<file path="src/rtl/cam_seq.sv">
// rtl/cam_seq.sv - CAM command sequencer: write/search/invalidate with valid-qualified hits
// Drives an external CAM and qualifies its raw match with a per-entry valid bitmap.
module cam_seq #(
    parameter int NB_MEM    = 16,
    parameter int SIZE_ADDR = 4
) (
    input  logic                 clk,
    input  logic                 rst,
    input  logic                 cmd_valid,
    output logic                 cmd_ready,
    input  logic [1:0]           cmd_op,
    input  logic [SIZE_ADDR-1:0] cmd_addr,
    input  logic [7:0]           cmd_data,
    output logic                 rsp_valid,
    input  logic                 rsp_ready,
    output logic                 rsp_hit,
    output logic [SIZE_ADDR-1:0] rsp_index,
    output logic                 cam_write,
    output logic                 cam_enable,
    output logic [SIZE_ADDR:0]   cam_addr,
    output logic [7:0]           cam_data,
    input  logic [SIZE_ADDR:0]   cam_out,
    input  logic                 cam_found,
    output logic [15:0]          search_cnt,
    output logic [15:0]          hit_cnt
);

    typedef enum logic [2:0] {IDLE, WRITE, SEARCH, WAIT, RESP} state_t;

    state_t                 state_q;
    logic                   cmd_ready_q;
    logic                   rsp_valid_q;
    logic                   rsp_hit_q;
    logic [SIZE_ADDR-1:0]   rsp_index_q;
    logic                   cam_write_q;
    logic                   cam_enable_q;
    logic [SIZE_ADDR:0]     cam_addr_q;
    logic [7:0]             cam_data_q;
    logic [SIZE_ADDR-1:0]   addr_q;
    logic [NB_MEM-1:0]      valid_q;
    logic [15:0]            search_cnt_q;
    logic [15:0]            hit_cnt_q;

    logic [SIZE_ADDR-1:0]   out_idx;
    logic                   hit_d;
    logic [SIZE_ADDR-1:0]   index_d;
    logic [15:0]            search_cnt_d;
    logic [15:0]            hit_cnt_d;
    logic                   unused_cam_out_msb;

    assign unused_cam_out_msb = cam_out[SIZE_ADDR];

    // The CAM itself never forgets a key; the valid bitmap is what makes a match real.
    always_comb begin
        out_idx      = cam_out[SIZE_ADDR-1:0];
        hit_d        = cam_found & valid_q[out_idx];
        index_d      = hit_d ? out_idx : '0;
        search_cnt_d = (search_cnt_q == 16'hFFFF) ? search_cnt_q : search_cnt_q + 16'd1;
        hit_cnt_d    = (hit_cnt_q == 16'hFFFF) ? hit_cnt_q : hit_cnt_q + 16'd1;
    end

    always_ff @(posedge clk or posedge rst) begin
        if (rst) begin
            state_q      <= IDLE;
            cmd_ready_q  <= 1'b0;
            rsp_valid_q  <= 1'b0;
            rsp_hit_q    <= 1'b0;
            rsp_index_q  <= '0;
            cam_write_q  <= 1'b0;
            cam_enable_q <= 1'b0;
            cam_addr_q   <= '0;
            cam_data_q   <= '0;
            addr_q       <= '0;
            valid_q      <= '0;
            search_cnt_q <= '0;
            hit_cnt_q    <= '0;
        end else begin
            case (state_q)
                IDLE: begin
                    cmd_ready_q <= 1'b1;
                    if (cmd_valid && cmd_ready_q) begin
                        addr_q <= cmd_addr;
                        case (cmd_op)
                            2'b00: begin
                                state_q     <= WRITE;
                                cmd_ready_q <= 1'b0;
                                cam_write_q <= 1'b1;
                                cam_addr_q  <= {1'b0, cmd_addr};
                                cam_data_q  <= cmd_data;
                            end
                            2'b01: begin
                                state_q      <= SEARCH;
                                cmd_ready_q  <= 1'b0;
                                cam_enable_q <= 1'b1;
                                cam_data_q   <= cmd_data;
                            end
                            2'b10:   valid_q[cmd_addr] <= 1'b0;
                            default: valid_q           <= '0;
                        endcase
                    end
                end
                WRITE: begin
                    cam_write_q     <= 1'b0;
                    cam_addr_q      <= '0;
                    cam_data_q      <= '0;
                    valid_q[addr_q] <= 1'b1;
                    cmd_ready_q     <= 1'b1;
                    state_q         <= IDLE;
                end
                SEARCH: begin
                    cam_enable_q <= 1'b0;
                    cam_data_q   <= '0;
                    state_q      <= WAIT;
                end
                WAIT: begin
                    rsp_hit_q    <= hit_d;
                    rsp_index_q  <= index_d;
                    rsp_valid_q  <= 1'b1;
                    search_cnt_q <= search_cnt_d;
                    if (hit_d) begin
                        hit_cnt_q <= hit_cnt_d;
                    end
                    state_q <= RESP;
                end
                RESP: begin
                    if (rsp_ready) begin
                        rsp_valid_q <= 1'b0;
                        rsp_hit_q   <= 1'b0;
                        rsp_index_q <= '0;
                        cmd_ready_q <= 1'b1;
                        state_q     <= IDLE;
                    end
                end
                default: begin
                    state_q     <= IDLE;
                    cmd_ready_q <= 1'b0;
                end
            endcase
        end
    end

    assign cmd_ready  = cmd_ready_q;
    assign rsp_valid  = rsp_valid_q;
    assign rsp_hit    = rsp_hit_q;
    assign rsp_index  = rsp_index_q;
    assign cam_write  = cam_write_q;
    assign cam_enable = cam_enable_q;
    assign cam_addr   = cam_addr_q;
    assign cam_data   = cam_data_q;
    assign search_cnt = search_cnt_q;
    assign hit_cnt    = hit_cnt_q;

endmodule
</file>
<file path="config.mk">
export PLATFORM = sky130hd
export DESIGN_NAME = cam_seq
export DESIGN_NICKNAME = d
export VERILOG_FILES = /design/src/rtl/cam_seq.sv
export SDC_FILE = /design/constraint.sdc
export NUM_CORES = 1
export LEC_CHECK = 0
export BUFFER_PORTS_ARGS = -buffer_cell sky130_fd_sc_hd__clkbuf_2
export CELL_PAD_IN_SITES_DETAIL_PLACEMENT = 0
export CELL_PAD_IN_SITES_GLOBAL_PLACEMENT = 2
export CORE_MARGIN = 1.5
export CORE_UTILIZATION = 36
export DETAILED_ROUTE_END_ITERATION = 10
export GPL_TIMING_DRIVEN = 0
export HOLD_SLACK_MARGIN = 0.08
export PLACE_DENSITY = 0.95
export SETUP_SLACK_MARGIN = 0.5
export SLEW_MARGIN = 20
export SYNTH_ARGS = -nofsm -noshare
export SYNTH_HDL_FRONTEND = slang
export SYNTH_SLANG_ARGS = --single-unit
</file>
<file path="constraint.sdc">
create_clock -name clk -period 3.35 [get_ports clk]
set_input_delay 0 -clock clk [delete_from_list [all_inputs] [get_ports clk]]
set_output_delay 0 -clock clk [all_outputs]
set_load 0.03 [all_outputs]
</file>
==> metrics.txt, run 1 <==
GR Layer Usage met1 23.61%; CP required 3.58 ns; Worst slew margin 59.37%; Die Footprint 10,690 µm²; final hold vios 0; post-layout min period 2.276 ns; diode count 0; Clock Skew 0.01009 ns; routability cong. 0.7920; nets 491; CP most frequent cell and3_1; GRT overflow 0; f_max 439.3 MHz; final worst path period share 67.95%; Clock Latency Late Sink 0.35 ns; fin. max-slew vios 0; slowest CP cell dfrtp_1; dpl hpwl 6267 µm; Post-Syn Nets 388; Cell variety after synth 45; RSZ-0062 raised after global routing no; Synth Cell Area 3627 µm²; EDFF count, synth 0; GR met3 Demand/Resource 2.621%; core area 9774 µm²; layout cells sized above 1 22.17%; Layout area overhead 26.11%; CTS tree yes; IO buf count 70; Pleak 0.002169 µW; Clock transition at path regs 0.09 ns; GRT Total Usage 17.10%; CTS Buffer Depth 2; DR vias/cell 5.126; Max Cap Viol 0; setup violators final 0; Cells after Synth 362; sequential fraction of the synthesis area 52.43%; Via Count 3,086; antenna viol nets, final 0; Total Routed Length 8868 µm; Starting DRT DRC Count 172; CTS Buf Count 9; CTS Sinks 76; endpoint class of the critical path register; Initial Util 37.11%; first-pass GRT wire length 14,130 µm; peak supply drop 0.4404 mV; CP max stage delay 0.43 ns; busiest layer in global routing met2; pwr/cell area 663.3 nW/µm²; slew of the pin with the lowest slew margin 0.6066 ns; syn avg cell area 10.02 µm²; status finished clean; CP delay by family, top simple AND/OR/NAND/NOR gates; Reg2Reg Setup Slack 1.07 ns; YS warnings 0; H-tree Lvls 3; I/O pins 78; crit path DAT 2.50 ns; row count 36; First-pass DRT Iterations 4; Final Power 3034 µW; synthesis-stage register bit count 76; die height 103.4 µm; wire per inst 14.73 µm; pin count of the biggest net entering global routing 55; Hold WC Path Type in2reg; Async SR Flop Fraction 100.0%; CP Cell Sequence ha_1 > and3_1 > and3_1 > clkbuf_1 > nand3b_2 > nor3b_2 > nand4_1 > xnor2_1; Worst setup SP type register; worst path bufs/invs 1; initial antenna violation count 0; Setup Buffers After CTS 0; worst-path fanout max 8; vias in the first global route 2,864; GR met2 Demand/Resource 27.60%; CP Class reg2reg; Main synth FF type dfrtp_1; Setup TNS 0 ns; post-route DRC violation count 0; CTS root buffer clkbuf_8; DIE WIDTH 103.4 µm; CTS resizes 0
per-stage QoR:
step / cells / utilization [%] / worst slack [ns] / area (µm²) / hold slack [ns]
floorplan: 362 / - / 1.220 / 3627 / 0.1360
global placement: 565 / 42.40 / 0.4816 / 4144 / 0.2274
detailed placement: 566 / 42.70 / 1.134 / 4174 / -0.02050
CTS: 602 / 46.80 / 1.098 / 4574 / 0.09375
global route: 602 / 46.80 / 0.9002 / 4574 / 0.1547
finish: 602 / 46.80 / 1.074 / 4574 / 0.1092
final timing paths:
path / end / cells after the start / from
worst max-delay path: hit_cnt[7] / 8 / hit_cnt[0]
worst min-delay path: cmd_ready / 4 / cmd_valid
worst max register to register: hit_cnt[7] / 8 / hit_cnt[0]
worst min register to register: cam_addr[1] / 2 / cam_addr[1]
max in group asynchronous: valid_q[0] / 4 / rst
min in group asynchronous: search_cnt[6] / 3 / rst
layout by cell type (no fill, tap or decap), types with 4 or more instances in the layout:
cell / synthesis / routed
mux2i_1: 6 / 6
dlygate4sd3_1: 0 / 21
nand2_1: 46 / 46
nand3b_1: 7 / 7
nor3_1: 5 / 5
nand2b_1: 6 / 6
a31oi_1: 8 / 8
dfrtp_1: 76 / 76
a21oi_1: 11 / 11
xor2_1: 4 / 4
nand3_1: 15 / 15
clkbuf_2: 0 / 70
nand4_1: 14 / 14
xnor2_1: 25 / 25
mux2_2: 5 / 5
clkbuf_1: 10 / 10
nor2_1: 23 / 23
o21ai_0: 45 / 45
nor2b_1: 6 / 6
clkbuf_8: 0 / 9
and3_1: 9 / 9
synthesized netlist by cell type (2+ instances only):
master	count	area [µm²]
a21oi_1	11	55.05
buf_2	2	10.01
nand4_1	14	87.58
nand2_1	46	172.7
o21ai_1	2	10.01
nand3b_1	7	52.55
xor2_1	4	35.03
a22o_1	2	17.52
and3_1	9	56.30
or3_1	2	12.51
o21ai_0	45	225.2
mux2i_1	6	60.06
clkbuf_1	10	37.54
a31oi_1	8	50.05
o211ai_1	2	15.01
inv_1	4	15.01
ha_1	2	25.02
nand2b_1	6	37.54
mux2_1	3	33.78
nor3_1	5	25.02
buf_6	2	22.52
nor2_1	23	86.33
mux2_2	5	56.30
xnor2_1	25	219.0
dfrtp_1	76	1902
nand3_1	15	75.07
nand4b_1	3	26.28
nor2b_1	6	37.54
worst register-to-register path: cells and delay by family, from the launching register on:
kind / cells / cell delay, ns
flip-flops: 1 / 0.43
AND/OR/NAND/NOR: 5 / 1.17
buffers and inverters: 1 / 0.17
adder cells (fa/ha/maj): 1 / 0.23
XOR/XNOR: 1 / 0.16
layout make-up:
cell class	count	area, µm²
fillers	975	5200
flip-flops and latches	76	1902
multi-input cells	266	1629
repair buffers	92	588.1
well taps	133	166.4
clock buffers	9	123.9
plain buffers	16	81.33
clock inverters	6	66.31
inverters	4	17.52
metal layers:
metal,wire length (µm),vias up
li1,-,1488
met1,4215,1489
met2,4157,97
met3,372,12
met4,123,0
met5,0,-
report_power, final:
part / switching [µW] / leakage [µW] / internal, µW
clock: 353 / 0.0000990 / 342
combinational: 724 / 0.00105 / 344
sequential: 153 / 0.00102 / 1120
total: 1230 / 0.00217 / 1800
sequential cells by signal (all words and copies together) (netlist names):
name        cells
cmd_ready       1
hit_cnt        16
state_q         3
addr_q          4
rsp_index       4
search_cnt     16
cam_addr        4
cam_write       1
rsp_hit         1
valid_q        16
cam_data        8
cam_enable      1
rsp_valid       1
cells by family (layout without fill, tap and decap cells):
kind of cell | after synthesis | in the layout | share of synthesized area [%]
DFF | 76 | 76 | 52.43
AOI/OAI and AO/OA | 79 | 79 | 12.66
buffers and inverters | 20 | 127 | 2.656
other | 1 | 1 | 0.1034
xor gates and xnor gates | 29 | 29 | 7.002
muxes | 15 | 15 | 4.760
adders and majority gates | 2 | 2 | 0.6898
and+or+nand+nor | 140 | 140 | 19.70
repair_timing:
item                       CTS  global route
hold endpoints to repair    99             0
hold buffers                21             0
setup endpoints to repair    0             0
(Power assumes the default switching activity.)
==> run 2: changes to the inputs <==
--- a/config.mk
+++ b/config.mk
@@ -5,15 +5,16 @@
 export SDC_FILE = /design/constraint.sdc
 export NUM_CORES = 1
 export LEC_CHECK = 0
+export ABC_AREA = 1
 export BUFFER_PORTS_ARGS = -buffer_cell sky130_fd_sc_hd__clkbuf_2
 export CELL_PAD_IN_SITES_DETAIL_PLACEMENT = 0
 export CELL_PAD_IN_SITES_GLOBAL_PLACEMENT = 2
 export CORE_MARGIN = 1.5
-export CORE_UTILIZATION = 36
+export CORE_UTILIZATION = 29
 export DETAILED_ROUTE_END_ITERATION = 10
 export GPL_TIMING_DRIVEN = 0
 export HOLD_SLACK_MARGIN = 0.08
-export PLACE_DENSITY = 0.95
+export PLACE_DENSITY = 0.88
 export SETUP_SLACK_MARGIN = 0.5
 export SLEW_MARGIN = 20
 export SYNTH_ARGS = -nofsm -noshare
==> constraint.sdc (replaced) <==
create_clock -name clk -period 2.03 [get_ports clk]
set_input_delay 0 -clock clk [delete_from_list [all_inputs] [get_ports clk]]
set_output_delay 0 -clock clk [all_outputs]
set_load 0.03 [all_outputs]
==> run 2 against run 1 <==
  * Synthesized cell count rose by 37%
  * Clock power rose by 140%
  * Die area rose by 36%
  * Via count rose by 21%
  * Global-route usage fell by 2.1 points
  * Final cell count rose by 38%
  * First-iteration DRC count fell by 30%
  * Clock skew fell by 0.0026 ns
  * Sequential power rose by 73%
  * Combinational power rose to 3.0 times the previous value
  * Critical path type unchanged
==> metrics.txt, run 2 <==
area leader, netlist dfrtp_1; antenna viol nets, final 0; endpoint class of the critical path register; nets 673; pin count of the biggest net entering global routing 32; top cell type's share of synthesized area 47.40%; reg-to-reg critical path endpoint valid_q[4]; DR vias/cell 4.524; crit path DAT 1.86 ns; Hold WC Path Type in2async; CP startpoint state_q[2]; diode count 0; IO buf count 74; peak supply drop 0.7509 mV; Cells after Synth 496; uppermost layer routed met4; CP Class reg2reg; CTS Sinks 76; Via Count 3,746; core area 13,350 µm²; Max Cap Viol 0; Async SR Flop Fraction 100.0%; WHS 0.2700 ns; H-tree Lvls 3; I/O pins 78; most frequent cells in the layout 100 x nand2_1, 74 x clkbuf_2, 64 x inv_1; Clock Latency Late Sink 0.34 ns; synthesis-stage register bit count 76; f_max 624.4 MHz; Crit Reg-Reg Startpoint state_q[2]; Initial Util 30.06%; CTS tree yes; Synth Cell Area 4013 µm²; sequential fraction of the synthesis area 47.40%; count leader, synth nand2_1; fin. max-slew vios 0; routability cong. 0.8007; CTS Buf Count 9; vias in the first global route 3,528; Clock transition at path regs 0.06 ns; Post-Syn Nets 522; Synth top cells by count 128 x nand2_1, 76 x dfrtp_1, 69 x inv_1; CTS Buffer Depth 2; first-pass GRT wire length 17,330 µm; Total Routed Length 10,760 µm; Worst setup SP type register; Met2 Wirelength 5300 µm; RSZ-0062 raised after global routing yes; initial antenna violation count 0; final hold vios 0; commonest non-fill, non-tap cell in the layout nand2_1; GRT overflow 0; EDFF count, synth 0; Reg2Reg Setup Slack 0.43 ns; Pleak 0.002844 µW; row count 42; top post-synthesis cells by area dfrtp_1 47%, nand2_1 12%, inv_1 6.5%; Worst slew margin 60.90%; final worst path period share 78.89%; CTS root buffer clkbuf_16; M1 wire length 5026 µm; Die Footprint 14,550 µm²; First-pass DRT Iterations 4; Clock Skew 0.007532 ns; worst-path fanout max 4; status finished clean; Main synth FF type dfrtp_1; setup violators final 0; CP required 2.28 ns; YS warnings 0; metal3 WL 278 µm; Setup TNS 0 ns; GRT Total Usage 15.03%; DIE WIDTH 120.6 µm; Starting DRT DRC Count 121; pwr/cell area 1181 nW/µm²; Reg2Reg Depth 6; Cell variety after synth 37; post-layout min period 1.602 ns; wire per inst 12.99 µm; dpl hpwl 7584 µm; post-route DRC violation count 0; layout cells sized above 1 37.58%; slew of the pin with the lowest slew margin 0.5853 ns; die height 120.6 µm; Layout area overhead 48.05%; syn avg cell area 8.090 µm²
## run 2: cell types whose count changed after synthesis, sizes merged, moves of 8 or more
cell and change:
nand3 +27, clkbuf -9, nor2 +9, mux2 -8
nand2 +85, xnor2 -15, xor2 +11, inv +71
and3 -9
## run 2: worst max path at each step
| stage | endpoint | slack (ns) | depth (start not counted) |
|---|---|---|---|
| after global routing | valid_q[4] | 0.34 | 6 |
| after floorplan | hit_cnt[3] | 0.43 | 10 |
| final | valid_q[4] | 0.43 | 6 |
| after CTS | valid_q[4] | 0.44 | 7 |
| after detailed placement | rsp_index[2] | 0.20 | 5 |
| after global placement | rsp_hit | 0.19 | 5 |
## run 2: kinds of logic after synthesis
family                     count (synthesis)  share of synthesized area (%)
AOI/OAI and AO/OA                         82                          12.07
adders and majority gates                  2                         0.6235
xor gates and xnor gates                  25                          5.457
and+or+nand+nor                          228                          25.97
other                                      1                        0.09346
buffers and inverters                     82                          8.388
DFF                                       76                          47.40
## run 2: layout make-up
type	count	area, µm²
clock buffers	12	256.5
clock inverters	4	47.55
plain buffers	7	67.56
repair buffers	140	1044
well taps	176	220.2
multi-input cells	338	2087
fillers	1338	7407
inverters	75	297.8
flip-flops and latches	76	1921
## run 2: through the flow
step	area [µm²]	util, %	setup slack (ns)	std cells	total power [µW]
6_report	5941	44.51	0.4284	828	7016
5_1_grt	5941	44.51	0.3428	828	7432
4_1_cts	5613	42.05	0.4352	816	6699
3_5_place_dp	4736	35.48	0.1996	748	4432
3_3_place_gp	4688	35.12	0.1947	746	4367
2_1_floorplan	4098	-	0.4344	496	3784
## run 2: power by group
group / internal, µW / switching, µW / leakage, µW
Combinational: 1300 / 1860 / 0.00170
Clock: 1020 / 640 / 0.000149
Sequential: 1900 / 307 / 0.000998
Total: 4210 / 2810 / 0.00284
## run 2: what timing repair did
action,in CTS,in global routing
pin swaps,17,26
buffers inserted,27,10
setup endpoints to repair,60,59
hold buffers,23,0
gates cloned,2,2
resized for setup,33,73
endpoints found under the hold margin,48,0
## run 2: worst max-delay path, cell delays in order, from the launching register on
cell and delay (ns):
dfrtp_2 0.46, nor3_4 0.27, inv_4 0.07, a21oi_4 0.20
buf_6 0.14, nand3b_1 0.19, o21ai_1 0.19
## run 2: per-layer routing
metal / global-route usage [%] / up-vias
met5: 0 / -
met4: 5.074 / 0
met3: 2.500 / 11
met2: 25.21 / 63
met1: 19.65 / 1762
li1: - / 1910
==> run 3: changes to the inputs <==
--- a/config.mk
+++ b/config.mk
@@ -10,11 +10,11 @@
 export CELL_PAD_IN_SITES_DETAIL_PLACEMENT = 0
 export CELL_PAD_IN_SITES_GLOBAL_PLACEMENT = 2
 export CORE_MARGIN = 1.5
-export CORE_UTILIZATION = 29
+export CORE_UTILIZATION = 32
 export DETAILED_ROUTE_END_ITERATION = 10
 export GPL_TIMING_DRIVEN = 0
 export HOLD_SLACK_MARGIN = 0.08
-export PLACE_DENSITY = 0.88
+export PLACE_DENSITY = 0.91
 export SETUP_SLACK_MARGIN = 0.5
 export SLEW_MARGIN = 20
 export SYNTH_ARGS = -nofsm -noshare
==> constraint.sdc (replaced) <==
create_clock -name clk -period 1.49 [get_ports clk]
set_input_delay 0 -clock clk [delete_from_list [all_inputs] [get_ports clk]]
set_output_delay 0 -clock clk [all_outputs]
set_load 0.03 [all_outputs]
==> run 3 against run 2 <==
  * The flow now finishes with violations (setup timing)
  * Via count grew 6.9%
  * Register-to-register slack got worse by 0.52 ns
  * Critical path depth up 3
  * Final cell count increased by 3.4%
  * Clock-buffer cell count rose by 1
  * Sequential power increased by 39%
  * Non-clock buffer count is 35 higher
  * Wire length is 13% higher
  * Die area shrank 9.1%
  * Global-route usage up 3.2 points
  * Critical endpoint is now valid_q[12]
==> metrics.txt, run 3 (synthesis results as in run 2) <==
Crit Reg-Reg Startpoint state_q[0]; RSZ-0062 raised after global routing yes; CP Class reg2reg; layout cells sized above 1 50.00%; Total Routed Length 12,130 µm; worst-path fanout max 6; Clock Skew 0.004630 ns; final hold vios 0; pre-CTS setup slack -0.3212 ns; CTS root buffer clkbuf_16; Initial Util 33.13%; Hold Path Sink hit_cnt[2]; Placed Cells 740; Clock transition at path regs 0.06 ns; DIE WIDTH 115.0 µm; setup violators final 46; endpoint class of the critical path register; final core occ 56.20%; Worst setup SP type register; IO buf count 74; uppermost layer routed met4; H-tree Lvls 3; M1 wire length 5374 µm; I/O pins 78; Met2 Wirelength 6105 µm; CP required 1.70 ns; Pleak 0.003223 µW; most frequent cells in the layout 90 x nand2_1, 59 x inv_1, 50 x dfrtp_1; f_max 631.4 MHz; Layout area overhead 69.63%; fin. max-slew vios 0; row count 40; CTS Buf Count 9; antenna viol nets, final 0; post-layout min period 1.584 ns; pwr/cell area 1614 nW/µm²; die height 115.0 µm; Die Footprint 13,220 µm²; Hold WC Path Type in2reg; Starting DRT DRC Count 198; Hold Crit Start cam_out[3]; First-pass DRT Iterations 4; pin count of the biggest net entering global routing 35; GRT Total Usage 18.23%; wire per inst 14.17 µm; Reg2Reg Depth 9; CP delay by family, top flip-flops; reg-to-reg critical path endpoint valid_q[12]; CTS tree yes; worst hold stages 6; crit path DAT 1.80 ns; worst path bufs/invs 2; GRT overflow 0; Clock Latency Late Sink 0.34 ns; CP max stage delay 0.46 ns; failing checks setup timing; commonest non-fill, non-tap cell in the layout nand2_1; final worst setup slack -0.09387 ns; Reg2Reg Setup Slack -0.09 ns; non-filler cells in the finished layout 856; initial antenna violation count 0; Final Power 10,990 µW; slew of the pin with the lowest slew margin 0.4871 ns; slowest CP cell dfrtp_2; dpl hpwl 7286 µm; DR vias/cell 4.680; WHS 0.1332 ns; metal3 WL 372 µm; routability cong. 0.8128; Max Cap Viol 0; diode count 0; peak supply drop 1.127 mV; CP Cell Sequence nor2_4 > nand2_4 > inv_4 > nand2_4 > a21oi_4 > nand2_4 > buf_6 > o21ai_2 > o21ai_1; Worst slew margin 67.23%; core area 12,110 µm²; CP most frequent cell nand2_4; Via Count 4,006; final worst path period share 106.3%; CTS Sinks 76; post-route DRC violation count 0; status finished with violations; nets 709; first-pass GRT wire length 19,050 µm; vias in the first global route 4,034; CTS Buffer Depth 2
==> run 3: worst max path at each step <==
stage                     slack (ns)             end     startpoint  cells past startpoint
after CTS                      -0.08  search_cnt[13]     state_q[0]                      8
final                          -0.09     valid_q[12]     state_q[0]                      9
after detailed placement       -0.32      valid_q[1]     state_q[0]                      8
after global placement         -0.28  search_cnt[13]     state_q[1]                      7
after floorplan                -0.11      hit_cnt[3]     hit_cnt[1]                     10
after global routing           -0.21  search_cnt[15]  search_cnt[5]                      9
==> run 3: per-stage QoR <==
step           instance area [µm²]  TNS [ns]
3_3_place_gp                  4775    -9.020
5_1_grt                       6807    -6.601
2_1_floorplan                 4194    -2.126
3_5_place_dp                  4815    -9.973
6_report                      6807    -2.290
4_1_cts                       6389   -0.7474
==> run 3: final cells by class <==
type                    count  area, µm²
clock buffers              13      280.3
plain buffers               7      67.56
inverters                  75      310.3
flip-flops and latches     76       1934
fillers                  1092       5305
clock inverters             3      42.54
well taps                 168      210.2
repair buffers            175       1580
multi-input cells         339       2381
==> run 3: worst reg2reg max path, stage by stage (launching register included) <==
cell,delay [ns]
dfrtp_2,0.46
nor2_4,0.15
nand2_4,0.08
inv_4,0.07
nand2_4,0.05
a21oi_4,0.19
nand2_4,0.11
buf_6,0.16
o21ai_2,0.11
o21ai_1,0.08
==> run 3: where the power goes <==
part	total, µW	internal [µW]	switching [µW]	leakage [µW]
logic	5610	2520	3090	0.00208
clock network	2330	1480	853	0.000158
registers	3050	2590	458	0.000980
total	11000	6590	4400	0.00322
==> run 3: per-layer routing <==
metal,track usage (%),vias up
li1,-,1987
met1,23.63,1907
met2,30.99,88
met3,2.478,24
met4,6.996,0
met5,0,-
==> run 3: what timing repair did <==
action,CTS,global route
hold buffers,21,0
endpoints found under the setup margin,96,136
buffers inserted,51,23
cloned,5,0
pin swaps,42,22
resized for setup,163,72
endpoints found under the hold margin,66,0
